## src/rtl/image_frame_rx_if.sv

```systemverilog
// Bit-stream input and label-result output channels of the image receiver.
// slave is the receiver side; master is the stream source / label consumer.
interface image_frame_rx_if #(
  parameter int LABEL_W = 4
);
  logic               in_valid;
  logic               in_ready;
  logic               in_bit;
  logic               in_last;
  logic               lbl_valid;
  logic               lbl_ready;
  logic [LABEL_W-1:0] lbl_data;

  modport master (
    output in_valid, in_bit, in_last, lbl_ready,
    input  in_ready, lbl_valid, lbl_data
  );

  modport slave (
    input  in_valid, in_bit, in_last, lbl_ready,
    output in_ready, lbl_valid, lbl_data
  );
endinterface

```

## src/rtl/image_frame_rx.sv

```systemverilog
// Serial image receiver: assembles one pixel bit per beat into an M1-bit
// vector, publishes it atomically to the combinational classifier, waits for
// the label to settle, then hands the label out on a valid/ready channel.
module image_frame_rx #(
  parameter int M1         = 324,
  parameter int LABEL_W    = 4,
  parameter int SETTLE_CYC = 2,
  parameter int CNT_W      = 16
) (
  input  logic               clk,
  input  logic               rst,
  image_frame_rx_if.slave    bus,
  output logic [M1-1:0]      img_out,
  input  logic [LABEL_W-1:0] label_in,
  output logic [CNT_W-1:0]   img_count,
  output logic               frame_err
);

  localparam int IDX_W = $clog2(M1);
  localparam logic [IDX_W-1:0] LAST_IDX    = IDX_W'(M1 - 1);
  localparam logic [3:0]       SETTLE_INIT = 4'(SETTLE_CYC - 1);

  typedef enum logic [1:0] {
    LOAD   = 2'd0,
    SETTLE = 2'd1,
    OUT    = 2'd2
  } state_t;

  state_t             state_r, state_n;
  logic [IDX_W-1:0]   idx_r, idx_n;
  logic [M1-1:0]      shadow_r, shadow_n;
  logic [M1-1:0]      img_r, img_n;
  logic [3:0]         settle_r, settle_n;
  logic               lbl_valid_r, lbl_valid_n;
  logic [LABEL_W-1:0] lbl_data_r, lbl_data_n;
  logic [CNT_W-1:0]   count_r, count_n;
  logic               err_r, err_n;
  logic               in_ready_s;
  logic               beat_s;

  // Receiver is only open for bits while loading and out of reset.
  assign in_ready_s = (state_r == LOAD) && !rst;
  assign beat_s     = bus.in_valid && in_ready_s;

  assign bus.in_ready  = in_ready_s;
  assign bus.lbl_valid = lbl_valid_r;
  assign bus.lbl_data  = lbl_data_r;
  assign img_out       = img_r;
  assign img_count     = count_r;
  assign frame_err     = err_r;

  // Next-state and datapath: frame assembly, length checks, settle wait, label hand-off.
  always_comb begin
    state_n     = state_r;
    idx_n       = idx_r;
    shadow_n    = shadow_r;
    img_n       = img_r;
    settle_n    = settle_r;
    lbl_valid_n = lbl_valid_r;
    lbl_data_n  = lbl_data_r;
    count_n     = count_r;
    err_n       = err_r;
    case (state_r)
      LOAD: begin
        if (beat_s) begin
          shadow_n[idx_r] = bus.in_bit;
          if (idx_r == LAST_IDX) begin
            idx_n = {IDX_W{1'b0}};
            if (bus.in_last) begin
              // Whole vector published in one edge, final bit merged in.
              img_n    = shadow_n;
              settle_n = SETTLE_INIT;
              state_n  = SETTLE;
            end else begin
              // Frame ran past M1 bits: this bit is consumed, frame dropped.
              err_n = 1'b1;
            end
          end else if (bus.in_last) begin
            // Frame ended early: drop it, img_out keeps the previous image.
            err_n = 1'b1;
            idx_n = {IDX_W{1'b0}};
          end else begin
            idx_n = idx_r + IDX_W'(1);
          end
        end else begin
          state_n = LOAD;
        end
      end
      SETTLE: begin
        if (settle_r == 4'd0) begin
          lbl_data_n  = label_in;
          lbl_valid_n = 1'b1;
          state_n     = OUT;
        end else begin
          settle_n = settle_r - 4'd1;
        end
      end
      OUT: begin
        if (bus.lbl_ready) begin
          lbl_valid_n = 1'b0;
          count_n     = count_r + CNT_W'(1);
          state_n     = LOAD;
        end else begin
          state_n = OUT;
        end
      end
      default: begin
        state_n     = LOAD;
        idx_n       = {IDX_W{1'b0}};
        lbl_valid_n = 1'b0;
      end
    endcase
  end

  // State and datapath registers with synchronous reset.
  always_ff @(posedge clk) begin
    if (rst) begin
      state_r     <= LOAD;
      idx_r       <= {IDX_W{1'b0}};
      shadow_r    <= {M1{1'b0}};
      img_r       <= {M1{1'b0}};
      settle_r    <= 4'd0;
      lbl_valid_r <= 1'b0;
      lbl_data_r  <= {LABEL_W{1'b0}};
      count_r     <= {CNT_W{1'b0}};
      err_r       <= 1'b0;
    end else begin
      state_r     <= state_n;
      idx_r       <= idx_n;
      shadow_r    <= shadow_n;
      img_r       <= img_n;
      settle_r    <= settle_n;
      lbl_valid_r <= lbl_valid_n;
      lbl_data_r  <= lbl_data_n;
      count_r     <= count_n;
      err_r       <= err_n;
    end
  end

endmodule

```

## src/flat_wrapper.sv

```systemverilog
// flat-port wrapper written by rule: the top's interface ports become plain ports
module image_frame_rx_flat 
#(
  parameter int M1         = 324,
  parameter int LABEL_W    = 4,
  parameter int SETTLE_CYC = 2,
  parameter int CNT_W      = 16
)
  (clk, rst, img_out, label_in, img_count, frame_err, bus_in_valid, bus_in_bit, bus_in_last, bus_lbl_ready, bus_in_ready, bus_lbl_valid, bus_lbl_data);
  image_frame_rx_if #(.LABEL_W(LABEL_W)) bus_i ();
  input  logic clk;
  input  logic rst;
  output logic [M1-1:0] img_out;
  input  logic [LABEL_W-1:0] label_in;
  output logic [CNT_W-1:0] img_count;
  output logic frame_err;
  input wire logic [$bits(bus_i.in_valid)-1:0] bus_in_valid;
  input wire logic [$bits(bus_i.in_bit)-1:0] bus_in_bit;
  input wire logic [$bits(bus_i.in_last)-1:0] bus_in_last;
  input wire logic [$bits(bus_i.lbl_ready)-1:0] bus_lbl_ready;
  output wire logic [$bits(bus_i.in_ready)-1:0] bus_in_ready;
  output wire logic [$bits(bus_i.lbl_valid)-1:0] bus_lbl_valid;
  output wire logic [$bits(bus_i.lbl_data)-1:0] bus_lbl_data;
  assign bus_i.in_valid = bus_in_valid;
  assign bus_i.in_bit = bus_in_bit;
  assign bus_i.in_last = bus_in_last;
  assign bus_i.lbl_ready = bus_lbl_ready;
  assign bus_in_ready = bus_i.in_ready;
  assign bus_lbl_valid = bus_i.lbl_valid;
  assign bus_lbl_data = bus_i.lbl_data;
  image_frame_rx #(.M1(M1), .LABEL_W(LABEL_W), .SETTLE_CYC(SETTLE_CYC), .CNT_W(CNT_W)) u_core (.clk(clk), .rst(rst), .bus(bus_i), .img_out(img_out), .label_in(label_in), .img_count(img_count), .frame_err(frame_err));
endmodule
```

## config.mk

```make
export PLATFORM = sky130hd
export DESIGN_NAME = image_frame_rx_flat
export DESIGN_NICKNAME = d
export VERILOG_FILES = /design/src/rtl/image_frame_rx_if.sv /design/src/rtl/image_frame_rx.sv /design/src/flat_wrapper.sv
export SDC_FILE = /design/constraint.sdc
export NUM_CORES = 1
export LEC_CHECK = 0
export CAP_MARGIN = 20
export CORE_AREA = 5 5 229 231
export CTS_BUF_LIST = sky130_fd_sc_hd__clkbuf_2
export DETAILED_ROUTE_END_ITERATION = 8
export DIE_AREA = 0 0 234 236
export GPL_TIMING_DRIVEN = 0
export PLACE_DENSITY = 0.84
export SYNTH_ARGS = -nofsm -noshare
export SYNTH_HDL_FRONTEND = slang
export SYNTH_SLANG_ARGS = --single-unit
```

## constraint.sdc

```tcl
create_clock -name clk -period 5.5 [get_ports clk]
set_clock_uncertainty 0.15 [all_clocks]
set_input_delay 0.825 -clock clk [delete_from_list [all_inputs] [get_ports clk]]
set_output_delay 0.825 -clock clk [all_outputs]
set_load 0.02 [all_outputs]
```

Yosys cells after proc, flatten, opt, wreduce, memory -nomap -nowiden
Cells that the tools add are included.
{ "word_totals": {"regBits": 685, "latchBits": 0, "mem_bits_rw": 0, "romBits": 0, "inputBits": 10, "output_inout_bits": 347, "n_memories": 0} }
{ "op_classes": {"n_addsub": 3, "multipliers": 0, "div_mod_pow": 0, "magnitude_cmp": 2, "n_eq_ne": 12, "shifts": 0, "n_mux": 24, "bitwise_logic": 2, "reduce_logical": 18} }
{ "ops": {"columns": ["op", "count"], "rows": [
  ["$bwmux 324", 1],
  ["$mux 9", 3],
  ["$pmux 9 s2", 1],
  ["$add 16x1->16 const B", 1],
  ["$mux 4", 4],
  ["$lt 9x10->1 const B", 1],
  ["$mux 2", 5],
  ["$ne 2x2->1 const B", 5],
  ["$add 9x1->9 const B", 1],
  ["$demux 1 s9", 1],
  ["$eq 9x9->1 const B", 1],
  ["$ge 9x1->1 const B", 1],
  ["$pmux 4 s2", 1],
  ["$reduce_and 2->1", 4],
  ["$reduce_and 4->1", 2],
  ["$mux 1", 6],
  ["$ne 3x3->1 const B", 2],
  ["$pmux 2 s3", 1],
  ["$reduce_and 3->1", 2],
  ["$reduce_and 5->1", 1],
  ["$logic_not 4->1", 1],
  ["$ne 2x1->1 const B", 2],
  ["$reduce_bool 2->1", 2],
  ["$sub 4x1->4 const B", 1],
  ["other kinds (8)", 11]
]} }

Depth between registers and ports, before layout
{ "depth": {"ltp_word": 5, "ltp_mapped": 11} }

Worst setup path after synthesis
No wires, ideal clock.
{ "synth_path": {"path_kind": "in2out", "startpoint": "in rst", "endpoint": "out bus_in_ready", "arrival_ns": 1.461, "slack_ns": 3.064, "path_stages": 3, "n_path_buf": 2, "cell_sequence": "buf_2 -> clkbuf_1 -> nor2b_1"} }
{ "synth_via": {"elab_chain_len": 2} }
{ "synth_lines": {"columns": ["item", "line", "rtl"], "rows": [
  ["start: declaration", "flat_wrapper.sv:12", "input logic rst;"],
  ["$logic_not 1->1", "image_frame_rx.sv:42", "assign in_ready_s = (state_r == LOAD) && !rst;"],
  ["$logic_and 1x1->1", "image_frame_rx.sv:42", null],
  ["end: declaration", "flat_wrapper.sv:21", "output wire logic [$bits(bus_i.in_ready)-1:0] bus_in_ready;"]
]} }
No other way between the ends.

Worst setup path in the final report
{ "layout_path": {"startpoint": "reg u_core.state_r[0]", "endpoint": "out bus_in_ready"} }
{ "layout_via": {"elab_chain_len": 2} }
{ "layout_lines": {"columns": ["item", "line", "rtl"], "rows": [
  ["start: declaration", "image_frame_rx.sv:29", "state_t state_r, state_n;"],
  ["start signal: assignment", "image_frame_rx.sv:128", "state_r <= state_n;"],
  ["$logic_not 2->1", "image_frame_rx.sv:42", null],
  ["$logic_and 1x1->1", "image_frame_rx.sv:42", null]
]} }
No other way between the ends.

==> metrics.md <==
| Metric | Value |
|---|---|
| Status | completed |
| Global-route wire length before repair | 155 mm |
| Hold crit path type | in -> reg |
| Syn_area_per_cell | 9.19 um^2 |
| Comb pwr share | 4.0% |
| CTS tree | yes |
| Slew Limit Fails | 0 |
| Setup bufs post-CTS | 0 |
| Antenna violations before repair | 2 |
| Starting Density | 59.6% |
| Net Sw Frac | 26.6% |
| CTS Sinks | 685 |
| Crit start category | flop |
| Post-CTS Hold Fix Bufs | 7 |
| Sequential share of power | 56.9% |
| Root buf cell | clkbuf_2 |
| Pwr/cell area | 244 nW/um^2 |
| GRT Total Usage | 35.6% |
| R2R Setup Slk | 1.91 ns |
| Crit. End Element | output pin |
| Final Wtd Congestion | 0.942 |
| WHS | 0.216 ns |
| Critical R2R Capture | u_core.img_out[260] |
| Final wirelength | 103 mm |
| Leakage | 11.5 nW |
| Die area | 55,200 um^2 |
| Clock latency on the worst-skew pair | 1.45 ns |
| Num CTS Buffers | 169 |
| RSZ-0062 raised after global routing | false |
| Setup WS pre-CTS | 1.78 ns |
| H-tree levels | 4 |
| Fill cells | 3,838 |
| Core box area | 49,900 um^2 |
| PortBufs | 354 |
| Peak Freq | 229 MHz |
| Remaining DRCs | 0 |
| Internal Pwr Total | 6.40 mW |
| Post-synthesis sequential area ratio | 46.2% |
| Crit Path Max Fanout | 10 |
| WHS Endpoint | u_core.frame_err |
| Std-Cell Rows | 82 |
| Netlist Area Pre-Place | 29,700 um^2 |
| DR pass1 iterations | 6 |
| YS warnings | 0 |
| Worst rel slew slack | 24.2% |
| Top post-synthesis cells by area | dfxtp_1 46%, mux2i_1 11%, nand3b_1 8.5% |
| Clk pwr share | 39.2% |
| Cell taking the most area after synthesis | dfxtp_1 |
| Yosys cell types | 52 |
| Worst-Margin Slew | 1.13 ns |
| Vias | 28.4k |
| Register bit total from synthesis | 685 |
| Start point of the worst hold path | bus_in_valid |
| Die Width | 234 um |
| Detail Route Antenna Nets | 0 |
| Max Buffers Root-to-Sink | 3 |
| Post-Syn Nets | 3,253 |
| Largest net degree at the start of global routing | 17 |
| Multi-input gate area | 14,400 um^2 |
| R2R Path Start | u_core.idx_r[8] |
| Final setup viols | 0 |
| Synthesis-to-finish area growth | 20.1% |
| # resized after CTS | 0 |
| Worst VDD drop | 0.000167 V |
| I/O pin count | 357 |
| Share of the synthesized area in the top cell type | 46.2% |
| Vias in the first global route | 27.7k |
| Vias/cell | 6.24 |
| Critical path type | reg -> out |
| Final period util | 79.3% |
| Hpwl dp | 72.0 mm |
| Psw | 2.32 mW |
| Ys async rst share | 0% |
| DR WL/cell | 22.6 um |
| Cells on worst reg2reg path | 9 |
| Register area | 13,700 um^2 |
| Post-synth EDFFs | 0 |
| Post-layout min period | 4.36 ns |
| Detailed router's first-iteration violation count | 3,127 |
| Most used flip-flop cell after synthesis | dfxtp_1 |
| Hold Path Stages | 4 |
| Critical Path RT | 4.53 ns |
| Grt total ovfl | 0 |
| Fin nets | 3,787 |
| Fin worst setup slack | 1.14 ns |
| Max-capacitance violation count | 0 |
| Sum Neg Setup Slack | 0 ns |
| Layout cell share with drive strength beyond 1 | 11.3% |
| Die Y-Extent | 236 um |
| Clock-pin slew on the worst setup and hold paths | 0.11 ns |
| Hold Fails Final Rpt | 0 |
| Crit path arrival time | 3.39 ns |
| Mapped Cells | 3,232 |
==> critical path: stages, from the launching register on <==
cell             delay [ns]
dfxtp_1                0.35
inv_1                  0.13
ha_1                   0.26
clkbuf_1               0.39
nor2b_1                0.19
clkdlybuf4s50_1        0.63
==> placed cells by master (no fill, tap or decap), types with 9 or more instances in the layout <==
cell type	netlist	final
and3b_1	9	9
clkinv_1	0	22
a211oi_1	327	327
buf_1	46	46
nand3_1	118	118
ha_1	11	11
clkbuf_2	0	244
o21ai_0	302	302
nand3b_1	335	335
nand2_1	24	24
mux2i_1	324	324
o21ai_1	24	24
clkbuf_1	218	218
a21oi_1	22	22
nor3_1	163	163
clkdlybuf4s50_1	0	354
buf_2	96	96
dfxtp_1	685	685
nor3_2	67	67
and3_1	10	10
inv_1	9	9
nor2_1	344	344
==> kinds of logic after synthesis <==
kind of cell / synth area share (%)
and+or+nand+nor: 21.9
AOI/OAI and AO/OA: 14.8
DFF: 46.2
buffers and inverters: 5.39
muxes: 10.9
xor gates and xnor gates: 0.383
adders and majority gates: 0.463
==> through the flow <==
step	total power, mW	util [%]	instance area (um^2)	cells
3_5_place_dp	5.40	68.5	34100	4260
4_1_cts	8.70	71.5	35700	4544
6_report	8.72	71.5	35700	4548
5_1_grt	9.00	71.5	35700	4546
3_3_place_gp	5.39	68.4	34100	4258
2_1_floorplan	5.28	-	29700	3232
==> registers in the layout (all words and copies together) (netlist names) <==
signal,cells
u_core.idx_r,9
u_core.img_out,324
u_core.shadow_r,324
u_core.img_count,16
u_core.bus.lbl_valid,1
u_core.settle_r,4
u_core.state_r,2
u_core.bus.lbl_data,4
u_core.frame_err,1
==> how the worst max path moves through the flow <==
stage | depth (start not counted) | startpoint | slack (ns) | to
after floorplan | 3 | rst | 3.06 | bus_in_ready
after global placement | 5 | bus_in_bit | 1.85 | u_core.img_out[256]
after detailed placement | 5 | bus_in_bit | 1.78 | u_core.img_out[256]
after CTS | 5 | u_core.state_r[0] | 1.10 | bus_in_ready
after global routing | 5 | u_core.state_r[0] | 1.01 | bus_in_ready
final | 5 | u_core.state_r[0] | 1.14 | bus_in_ready
==> synthesized netlist by cell type, drive strengths merged (10+ instances only) <==
cell and n:
dfxtp 685, nor3 230, nand3b 335, nor2 344
mux2i 324, nand2 24, o21ai 326, nand3 119
a21oi 22, and3 10, ha 11, buf 151
clkbuf 218, a211oi 327
==> layout make-up <==
type | instances | share of cell area (%)
clock inverter | 33 | 0.652
timing repair buffer | 363 | 10.2
multi-input combinational | 2169 | 40.4
tap | 672 | 2.36
inverter | 9 | 0.0947
clock buffer | 244 | 3.42
antenna | 4 | 0.0281
buffer | 369 | 4.40
sequential | 685 | 38.4
==> per-layer routing <==
| metal | vias to the layer above | wire [um] | track usage [%] |
|---|---|---|---|
| met5 | - | 46 | 0 |
| met4 | 2 | 5820 | 19.1 |
| met3 | 399 | 11400 | 12.1 |
| met2 | 1701 | 45400 | 54.1 |
| met1 | 13500 | 40000 | 44.7 |
| li1 | 12800 | - | - |
==> power by group through the flow <==
| stage | Sequential, mW | Combinational [mW] | Clock (mW) |
|---|---|---|---|
| 2_1_floorplan | 5.07 | 0.207 | 0 |
| 3_3_place_gp | 5.07 | 0.314 | 0 |
| 3_5_place_dp | 5.07 | 0.324 | 0 |
| 4_1_cts | 4.96 | 0.329 | 3.41 |
| 5_1_grt | 4.96 | 0.360 | 3.68 |
| 6_report | 4.96 | 0.345 | 3.41 |
No activity file was read; power rests on OpenSTA's default activity.
